`src/rtl/riscv_pkg.sv`:
```
// Shared definitions for the write-back stage: load func3 encodings and FSM states.
package riscv_pkg;

  localparam logic [2:0] F3_LB  = 3'b000;
  localparam logic [2:0] F3_LH  = 3'b001;
  localparam logic [2:0] F3_LW  = 3'b010;
  localparam logic [2:0] F3_LD  = 3'b011;
  localparam logic [2:0] F3_LBU = 3'b100;
  localparam logic [2:0] F3_LHU = 3'b101;
  localparam logic [2:0] F3_LWU = 3'b110;

  typedef enum logic {
    ST_IDLE = 1'b0,
    ST_LOAD = 1'b1
  } wb_state_e;

endpackage

```
`src/rtl/riscv_wb_if.sv`:
```
// Bundle of EX-unit results, load tracking/dmem response and register-file write outputs.
interface riscv_wb_if #(parameter int XLEN = 32) ();

  logic [4:0]      ex_rd;
  logic            alu_bubble;
  logic [XLEN-1:0] alu_r;
  logic            mul_bubble;
  logic [XLEN-1:0] mul_r;
  logic            div_bubble;
  logic [XLEN-1:0] div_r;
  logic            ld_req;
  logic [4:0]      ld_rd;
  logic [2:0]      ld_func3;
  logic [2:0]      ld_addr;
  logic            dmem_ack;
  logic [XLEN-1:0] dmem_rdata;
  logic            wb_we;
  logic [4:0]      wb_dst;
  logic [XLEN-1:0] wb_r;
  logic            wb_stall;
  logic            wb_load_err;
  logic            wb_collide;

  modport slave (
    input  ex_rd, alu_bubble, alu_r, mul_bubble, mul_r, div_bubble, div_r,
    input  ld_req, ld_rd, ld_func3, ld_addr, dmem_ack, dmem_rdata,
    output wb_we, wb_dst, wb_r, wb_stall, wb_load_err, wb_collide
  );

  modport master (
    output ex_rd, alu_bubble, alu_r, mul_bubble, mul_r, div_bubble, div_r,
    output ld_req, ld_rd, ld_func3, ld_addr, dmem_ack, dmem_rdata,
    input  wb_we, wb_dst, wb_r, wb_stall, wb_load_err, wb_collide
  );

endinterface

```
`src/rtl/riscv_wb_ldfmt.sv`:
```
// Combinational load formatter: byte-lane shift by address, then sign/zero extension.
// Used by riscv_wb only when RISCV_WB_LOAD_ALIGN_EN is defined.
module riscv_wb_ldfmt
  import riscv_pkg::*;
#(
  parameter int XLEN = 32
) (
  input  logic [2:0]      func3,
  input  logic [2:0]      addr,
  input  logic [XLEN-1:0] rdata,
  output logic [XLEN-1:0] data
);

  logic [5:0]      sh;
  logic [XLEN-1:0] s;

  // Only the lane bits that exist in an XLEN-wide word take part in the shift.
  always_comb begin
    sh = {addr, 3'b000} & ((XLEN == 64) ? 6'h38 : 6'h18);
    s  = rdata >> sh;
    case (func3)
      F3_LB:   data = XLEN'($signed(s[7:0]));
      F3_LH:   data = XLEN'($signed(s[15:0]));
      F3_LW:   data = XLEN'($signed(s[31:0]));
      F3_LBU:  data = XLEN'(s[7:0]);
      F3_LHU:  data = XLEN'(s[15:0]);
      F3_LWU:  data = XLEN'(s[31:0]);
      default: data = s;
    endcase
  end

endmodule

```
`src/rtl/riscv_wb.sv`:
```
// Write-back stage: unit result select, outstanding-load FSM with timeout, one-entry pending buffer.
// Optional RISCV_WB_LOAD_ALIGN_EN formats load data here instead of in the LSU.
module riscv_wb
  import riscv_pkg::*;
#(
  parameter int XLEN         = 32,
  parameter int LOAD_TIMEOUT = 15
) (
  input logic       clk,
  input logic       rst,
  riscv_wb_if.slave bus
);

  wb_state_e       state_q, state_d;
  logic [3:0]      cnt_q, cnt_d;
  logic [4:0]      ld_rd_q, ld_rd_d;
  logic            pend_valid_q, pend_valid_d;
  logic [4:0]      pend_rd_q, pend_rd_d;
  logic [XLEN-1:0] pend_r_q, pend_r_d;
  logic            wb_we_q, wb_we_d;
  logic [4:0]      wb_dst_q, wb_dst_d;
  logic [XLEN-1:0] wb_r_q, wb_r_d;
  logic            wb_stall_q, wb_stall_d;
  logic            wb_load_err_q, wb_load_err_d;
  logic            wb_collide_q, wb_collide_d;

  logic            mul_v, div_v, alu_v, unit_v, multi;
  logic [XLEN-1:0] unit_r, ld_data;

`ifdef RISCV_WB_LOAD_ALIGN_EN
  logic [2:0] ld_func3_q, ld_func3_d;
  logic [2:0] ld_addr_q, ld_addr_d;

  riscv_wb_ldfmt #(.XLEN(XLEN)) u_ldfmt (
    .func3 (ld_func3_q),
    .addr  (ld_addr_q),
    .rdata (bus.dmem_rdata),
    .data  (ld_data)
  );
`else
  assign ld_data = bus.dmem_rdata;
`endif

  always_comb begin
    mul_v  = ~bus.mul_bubble;
    div_v  = ~bus.div_bubble;
    alu_v  = ~bus.alu_bubble;
    unit_v = mul_v | div_v | alu_v;
    multi  = (mul_v & div_v) | (mul_v & alu_v) | (div_v & alu_v);
    unit_r = mul_v ? bus.mul_r : (div_v ? bus.div_r : bus.alu_r);
  end

  always_comb begin
    state_d       = state_q;
    cnt_d         = cnt_q;
    ld_rd_d       = ld_rd_q;
    pend_valid_d  = pend_valid_q;
    pend_rd_d     = pend_rd_q;
    pend_r_d      = pend_r_q;
    wb_we_d       = 1'b0;
    wb_dst_d      = wb_dst_q;
    wb_r_d        = wb_r_q;
    wb_stall_d    = wb_stall_q;
    wb_load_err_d = 1'b0;
    wb_collide_d  = wb_collide_q | multi;
`ifdef RISCV_WB_LOAD_ALIGN_EN
    ld_func3_d    = ld_func3_q;
    ld_addr_d     = ld_addr_q;
`endif
    case (state_q)
      ST_IDLE: begin
        // A fresh unit result wins the write port; a held result waits one more cycle.
        if (unit_v) begin
          wb_we_d  = (bus.ex_rd != 5'd0);
          wb_dst_d = bus.ex_rd;
          wb_r_d   = unit_r;
        end else if (pend_valid_q) begin
          wb_we_d      = (pend_rd_q != 5'd0);
          wb_dst_d     = pend_rd_q;
          wb_r_d       = pend_r_q;
          pend_valid_d = 1'b0;
        end
        wb_stall_d = bus.ld_req | (pend_valid_q & unit_v);
        if (bus.ld_req) begin
          state_d = ST_LOAD;
          cnt_d   = 4'd0;
          ld_rd_d = bus.ld_rd;
`ifdef RISCV_WB_LOAD_ALIGN_EN
          ld_func3_d = bus.ld_func3;
          ld_addr_d  = bus.ld_addr;
`endif
        end
      end
      ST_LOAD: begin
        if (unit_v) begin
          pend_valid_d = 1'b1;
          pend_rd_d    = bus.ex_rd;
          pend_r_d     = unit_r;
          if (pend_valid_q) wb_collide_d = 1'b1;
        end
        if (bus.dmem_ack) begin
          wb_we_d    = (ld_rd_q != 5'd0);
          wb_dst_d   = ld_rd_q;
          wb_r_d     = ld_data;
          wb_stall_d = 1'b0;
          state_d    = ST_IDLE;
        end else if (cnt_q == 4'(LOAD_TIMEOUT)) begin
          wb_load_err_d = 1'b1;
          wb_stall_d    = 1'b0;
          state_d       = ST_IDLE;
        end else begin
          cnt_d = cnt_q + 4'd1;
        end
      end
      default: state_d = ST_IDLE;
    endcase
  end

  always_ff @(posedge clk or posedge rst) begin
    if (rst) begin
      state_q       <= ST_IDLE;
      cnt_q         <= 4'd0;
      ld_rd_q       <= 5'd0;
      pend_valid_q  <= 1'b0;
      pend_rd_q     <= 5'd0;
      pend_r_q      <= '0;
      wb_we_q       <= 1'b0;
      wb_dst_q      <= 5'd0;
      wb_r_q        <= '0;
      wb_stall_q    <= 1'b0;
      wb_load_err_q <= 1'b0;
      wb_collide_q  <= 1'b0;
`ifdef RISCV_WB_LOAD_ALIGN_EN
      ld_func3_q    <= 3'd0;
      ld_addr_q     <= 3'd0;
`endif
    end else begin
      state_q       <= state_d;
      cnt_q         <= cnt_d;
      ld_rd_q       <= ld_rd_d;
      pend_valid_q  <= pend_valid_d;
      pend_rd_q     <= pend_rd_d;
      pend_r_q      <= pend_r_d;
      wb_we_q       <= wb_we_d;
      wb_dst_q      <= wb_dst_d;
      wb_r_q        <= wb_r_d;
      wb_stall_q    <= wb_stall_d;
      wb_load_err_q <= wb_load_err_d;
      wb_collide_q  <= wb_collide_d;
`ifdef RISCV_WB_LOAD_ALIGN_EN
      ld_func3_q    <= ld_func3_d;
      ld_addr_q     <= ld_addr_d;
`endif
    end
  end

  assign bus.wb_we       = wb_we_q;
  assign bus.wb_dst      = wb_dst_q;
  assign bus.wb_r        = wb_r_q;
  assign bus.wb_stall    = wb_stall_q;
  assign bus.wb_load_err = wb_load_err_q;
  assign bus.wb_collide  = wb_collide_q;

endmodule

```
`src/flat_wrapper.sv`:
```
// flat-port wrapper written by rule: the top's interface ports become plain ports
module riscv_wb_flat import riscv_pkg::*;
#(
  parameter int XLEN         = 32,
  parameter int LOAD_TIMEOUT = 15
)
  (clk, rst, bus_ex_rd, bus_alu_bubble, bus_alu_r, bus_mul_bubble, bus_mul_r, bus_div_bubble, bus_div_r, bus_ld_req, bus_ld_rd, bus_ld_func3, bus_ld_addr, bus_dmem_ack, bus_dmem_rdata, bus_wb_we, bus_wb_dst, bus_wb_r, bus_wb_stall, bus_wb_load_err, bus_wb_collide);
  riscv_wb_if #(.XLEN(XLEN)) bus_i ();
  input logic clk;
  input logic rst;
  input wire logic [$bits(bus_i.ex_rd)-1:0] bus_ex_rd;
  input wire logic [$bits(bus_i.alu_bubble)-1:0] bus_alu_bubble;
  input wire logic [$bits(bus_i.alu_r)-1:0] bus_alu_r;
  input wire logic [$bits(bus_i.mul_bubble)-1:0] bus_mul_bubble;
  input wire logic [$bits(bus_i.mul_r)-1:0] bus_mul_r;
  input wire logic [$bits(bus_i.div_bubble)-1:0] bus_div_bubble;
  input wire logic [$bits(bus_i.div_r)-1:0] bus_div_r;
  input wire logic [$bits(bus_i.ld_req)-1:0] bus_ld_req;
  input wire logic [$bits(bus_i.ld_rd)-1:0] bus_ld_rd;
  input wire logic [$bits(bus_i.ld_func3)-1:0] bus_ld_func3;
  input wire logic [$bits(bus_i.ld_addr)-1:0] bus_ld_addr;
  input wire logic [$bits(bus_i.dmem_ack)-1:0] bus_dmem_ack;
  input wire logic [$bits(bus_i.dmem_rdata)-1:0] bus_dmem_rdata;
  output wire logic [$bits(bus_i.wb_we)-1:0] bus_wb_we;
  output wire logic [$bits(bus_i.wb_dst)-1:0] bus_wb_dst;
  output wire logic [$bits(bus_i.wb_r)-1:0] bus_wb_r;
  output wire logic [$bits(bus_i.wb_stall)-1:0] bus_wb_stall;
  output wire logic [$bits(bus_i.wb_load_err)-1:0] bus_wb_load_err;
  output wire logic [$bits(bus_i.wb_collide)-1:0] bus_wb_collide;
  assign bus_i.ex_rd = bus_ex_rd;
  assign bus_i.alu_bubble = bus_alu_bubble;
  assign bus_i.alu_r = bus_alu_r;
  assign bus_i.mul_bubble = bus_mul_bubble;
  assign bus_i.mul_r = bus_mul_r;
  assign bus_i.div_bubble = bus_div_bubble;
  assign bus_i.div_r = bus_div_r;
  assign bus_i.ld_req = bus_ld_req;
  assign bus_i.ld_rd = bus_ld_rd;
  assign bus_i.ld_func3 = bus_ld_func3;
  assign bus_i.ld_addr = bus_ld_addr;
  assign bus_i.dmem_ack = bus_dmem_ack;
  assign bus_i.dmem_rdata = bus_dmem_rdata;
  assign bus_wb_we = bus_i.wb_we;
  assign bus_wb_dst = bus_i.wb_dst;
  assign bus_wb_r = bus_i.wb_r;
  assign bus_wb_stall = bus_i.wb_stall;
  assign bus_wb_load_err = bus_i.wb_load_err;
  assign bus_wb_collide = bus_i.wb_collide;
  riscv_wb #(.XLEN(XLEN), .LOAD_TIMEOUT(LOAD_TIMEOUT)) u_core (.clk(clk), .rst(rst), .bus(bus_i));
endmodule
```
`config.mk`:
```
export PLATFORM = sky130hd
export DESIGN_NAME = riscv_wb_flat
export DESIGN_NICKNAME = d
export VERILOG_FILES = /design/src/rtl/riscv_pkg.sv /design/src/rtl/riscv_wb_if.sv /design/src/rtl/riscv_wb_ldfmt.sv /design/src/rtl/riscv_wb.sv /design/src/flat_wrapper.sv
export SDC_FILE = /design/constraint.sdc
export NUM_CORES = 1
export LEC_CHECK = 0
export ABC_AREA = 1
export CAP_MARGIN = 20
export CORE_MARGIN = 2
export CORE_UTILIZATION = 25
export DETAILED_ROUTE_END_ITERATION = 12
export GPL_TIMING_DRIVEN = 0
export SLEW_MARGIN = 30
export SYNTH_ARGS = -nofsm -noshare
export SYNTH_HDL_FRONTEND = slang
export SYNTH_SLANG_ARGS = --single-unit
```
`constraint.sdc`:
```
create_clock -name clk -period 7.5 [get_ports clk]
set_clock_uncertainty 0.05 [all_clocks]
set_input_delay 1.5 -clock clk [delete_from_list [all_inputs] [get_ports clk]]
set_output_delay 1.5 -clock clk [all_outputs]
set_load 0.03 [all_outputs]
```
==> impl_results.md, run 1 <==
* Mean routed wirelength per cell at 15.8 um
* DPL Wire Length at 14000 um
* Most used flip-flop cell after synthesis: sky130_fd_sc_hd__dfrtp_1
* Remaining number of nets flagged by the antenna check after routing at 0
* Number of core rows at 51
* Post-CTS Repair Setup Buffers at 0
* Met3 usage at 3.81%
* DRC violations left at 0
* Fraction of registers with async set or reset after synthesis at 100%
* Clock sink total at 89
* Worst setup timing slack at the placement stage at 3.27 ns
* Max rail drop VDD at 91.3 uV
* Worst min-delay path class: reg -> reg
* Post-CTS resize count at 0
* Synth unique cells at 25
* Cts hold-fix bufs at 0
* Biggest area consumer among synthesized cells: sky130_fd_sc_hd__dfrtp_1
* Chip height at 146 um
* Average footprint of a synthesized cell at 6.94 sq um
* Met2 Use GR at 28.6%
* Global-route total usage across every layer at 17.7%
* Most frequent cells after synthesis: sky130_fd_sc_hd__nand2_1 (288), sky130_fd_sc_hd__nand3_1 (104), sky130_fd_sc_hd__dfrtp_1 (89), sky130_fd_sc_hd__nor2_1 (79), sky130_fd_sc_hd__a21oi_1 (46)
* Post-synthesis instance area at 0.00505 sq mm
* GRT Residual Overflow at 0
* Count of endpoints failing hold in the final timing report at 0
* Count of flip-flops with a built-in enable after synthesis at 0
* Critical path type: in -> reg
* Final antenna diode count at 0
* First-pass detailed-route iteration total at 5
* Slew Limit Fails at 0
* Number of nets produced by synthesis at 882
* Effective utilization at floorplan at 25.7%
* Cell types occupying the most area after synthesis: sky130_fd_sc_hd__dfrtp_1 (44%), sky130_fd_sc_hd__nand2_1 (21%), sky130_fd_sc_hd__nand3_1 (10%)
* Routed WL at 18900 um
* Number of buffers created by CTS at 9
* Relative slew slack at 53.2%
* Data required time at the worst endpoint at 7.69 ns
* Minimum clock period at 3.81 ns
* Clk Tree Root Cell: sky130_fd_sc_hd__clkbuf_16
* Number of setup violations in the final report at 0
* Max Clk Rate at 0.262 GHz
* Register area share after synthesis at 44.1%
* Antenna violations before repair at 0
* Busiest layer in global routing: met2
* Period utilization at 50.8%
* Via count at 5348
* Number of levels in the clock H-tree at 3
* CTS tree: done
* Max-cap violations at 0
* Total power divided by cell area at 239 mW/mm^2
* Critical path launch point type: primary input
* Vias/cell at 4.48
* Setup TNS at 0 ns
* GPL Wtd Cong at 0.774
* Synth warnings at 0
* Proportion of netlist area held by the largest area contributor at 44.1%
* Setup repair after global routing missed its margin: no
* Critical path data arrival time at 4.01 ns
* Die Area at 0.0214 sq mm
* Post-CTS clock slew at the launch and capture registers of the worst setup and hold paths at 0.07 ns
* # nets final at 1078
* Placeable core region at 0.0197 sq mm
* Die W at 146 um
* Pin count of the biggest net entering global routing at 56
* Count of routing violations after the opening detailed-route iteration at 264
* Setup WS post-layout at 3.69 ns
* Number of global-route vias before repair at 5262
* Global Route met1 Usage at 23.2%
* Input/output buffers at 184
* Library cell with the highest instance count after synthesis: sky130_fd_sc_hd__nand2_1
* Clock latency on the worst-skew pair at 0.35 ns
* Highest net fanout along the worst path at 10
* Status: finished clean
* Area Growth Syn to Fin at 49.9%
* Wire length of the first global-routing pass at 29300 um
* Top Ports at 192
* Static power due to leakage at 3.53 nW
* Proportion of layout cells with a drive suffix above 1 at 7.75%
* Cell count after synthesis at 728
* Number of buffers on the longest clock path at 2
* CP Capture Type: flip-flop
* Seq cells post-synth at 89
* Worst slew pin tran at 0.701 ns
[cell families (layout without fill, tap and decap cells)]
logic type	count (synthesis)	in the layout	share of synthesized area, %
compound gates	61	61	6.24
fa+ha+maj	3	3	0.743
buf+inv	63	264	5.53
flops	89	89	44.1
mux	4	4	0.892
simple gates	508	508	42.5
[cells in the final DEF, fill, tap and decap left out]
cell	netlist	layout
sky130_fd_sc_hd__buf_6	1	1
sky130_fd_sc_hd__bufinv_16	0	1
sky130_fd_sc_hd__clkinv_4	0	1
sky130_fd_sc_hd__nand4_1	2	2
sky130_fd_sc_hd__o21ai_2	1	1
sky130_fd_sc_hd__inv_1	17	16
sky130_fd_sc_hd__o221ai_1	1	1
sky130_fd_sc_hd__or2_2	26	26
sky130_fd_sc_hd__buf_16	0	1
sky130_fd_sc_hd__nor2_1	79	79
sky130_fd_sc_hd__ha_1	3	3
sky130_fd_sc_hd__clkbuf_16	0	9
sky130_fd_sc_hd__inv_6	0	2
sky130_fd_sc_hd__nor2_4	1	1
sky130_fd_sc_hd__buf_2	12	12
sky130_fd_sc_hd__nand3_4	1	1
sky130_fd_sc_hd__dfrtp_1	89	89
sky130_fd_sc_hd__nand2_1	288	288
sky130_fd_sc_hd__clkbuf_8	0	2
sky130_fd_sc_hd__clkinvlp_4	0	2
sky130_fd_sc_hd__buf_1	3	3
sky130_fd_sc_hd__nand2_2	1	1
sky130_fd_sc_hd__clkdlybuf4s50_1	0	184
sky130_fd_sc_hd__or2_1	6	6
sky130_fd_sc_hd__clkbuf_1	23	23
sky130_fd_sc_hd__buf_4	5	5
sky130_fd_sc_hd__o21ai_0	12	12
sky130_fd_sc_hd__nand3_1	104	104
sky130_fd_sc_hd__clkbuf_2	1	1
sky130_fd_sc_hd__mux2_2	4	4
sky130_fd_sc_hd__a21oi_1	46	46
sky130_fd_sc_hd__o211ai_1	1	1
sky130_fd_sc_hd__inv_2	1	1
[critical path, stage by stage]
cell	delay [ns]
sky130_fd_sc_hd__clkdlybuf4s50_1	0.57
sky130_fd_sc_hd__nand2_1	0.14
sky130_fd_sc_hd__nor2_4	0.22
sky130_fd_sc_hd__buf_4	0.24
sky130_fd_sc_hd__ha_1	0.16
sky130_fd_sc_hd__inv_1	0.05
sky130_fd_sc_hd__o21ai_2	0.36
sky130_fd_sc_hd__clkbuf_1	0.51
sky130_fd_sc_hd__nor2_1	0.11
sky130_fd_sc_hd__nand2_1	0.09
sky130_fd_sc_hd__nand2_1	0.04
[final timing paths]
check | to | slack, ns | startpoint | cells past startpoint
setup reg to reg | u_core.bus.wb_r[1]$_DFFE_PP0P_ | 5.03 | u_core.state_q$_DFF_PP0_ | 10
hold / removal | u_core.pend_r_q[5]$_DFFE_PP0P_ | 0.43 | u_core.pend_r_q[5]$_DFFE_PP0P_ | 2
setup / recovery | u_core.bus.wb_r[1]$_DFFE_PP0P_ | 3.69 | bus_mul_bubble | 11
max in group asynchronous | u_core.bus.wb_collide$_DFF_PP0_ | 5.35 | rst | 3
hold reg to reg | u_core.pend_r_q[5]$_DFFE_PP0P_ | 0.43 | u_core.pend_r_q[5]$_DFFE_PP0P_ | 2
min in group asynchronous | u_core.bus.wb_r[18]$_DFFE_PP0P_ | 1.46 | rst | 2
[per-layer routing]
metal / part of all wire, % / vias up
li1: - / 2716
met1: 46 / 2426
met3: 6.2 / 19
met2: 46 / 187
met5: 0 / -
met4: 1.9 / 0
[power by group]
part	total (mW)	switching, mW	internal, mW
sequential	0.672	0.0722	0.600
clock	0.483	0.204	0.278
combinational	0.652	0.378	0.274
[area by class of cell]
type	count	area [sq um]
tap	265	332
sequential	89	2230
buffer	45	211
multi-input combinational	576	2540
fill	2143	12100
timing repair buffer	185	1870
inverter	18	72.6
clock inverter	5	62.6
clock buffer	11	253
[stage by stage]
stage | hold slack, ns | cell area, sq um | instances | power [mW] | util, %
floorplan | 0.399 | 5050 | 728 | 1.04 | -
global placement | 0.411 | 7220 | 1177 | 1.33 | 36.8
detailed placement | 0.416 | 7260 | 1178 | 1.34 | 36.9
CTS | 0.433 | 7570 | 1194 | 1.83 | 38.5
global route | 0.446 | 7570 | 1194 | 1.92 | 38.5
finish | 0.431 | 7570 | 1194 | 1.81 | 38.5
[registers in the layout, summed over array words and instances (netlist names)]
signal                  cells
u_core.state_q              1
u_core.pend_r_q            32
u_core.bus.wb_we            1
u_core.ld_rd_q              5
u_core.bus.wb_dst           5
u_core.pend_rd_q            5
u_core.bus.wb_collide       1
u_core.bus.wb_r            32
u_core.pend_valid_q         1
u_core.cnt_q                4
u_core.bus.wb_stall         1
u_core.bus.wb_load_err      1
No activity file was read; power rests on OpenSTA's default activity.
==> inputs of run 2 (changes only) <==
==> constraint.sdc (replaced) <==
create_clock -name clk -period 3.67 [get_ports clk]
set_clock_uncertainty 0.05 [all_clocks]
set_input_delay 0.734 -clock clk [delete_from_list [all_inputs] [get_ports clk]]
set_output_delay 0.734 -clock clk [all_outputs]
set_load 0.03 [all_outputs]
==> results of run 2 <==
Same layout as run 1 (identical final DEF). Status: finished clean.
Among the figures that moved: setup slack after placement 3.27 ns -> 0.208 ns; setup slack after layout 3.69 ns -> 0.624 ns; register-to-register setup slack 5.03 ns -> 1.20 ns; total power 1.81 mW -> 3.69 mW; worst IR drop on VDD 91.3 uV -> 187 uV
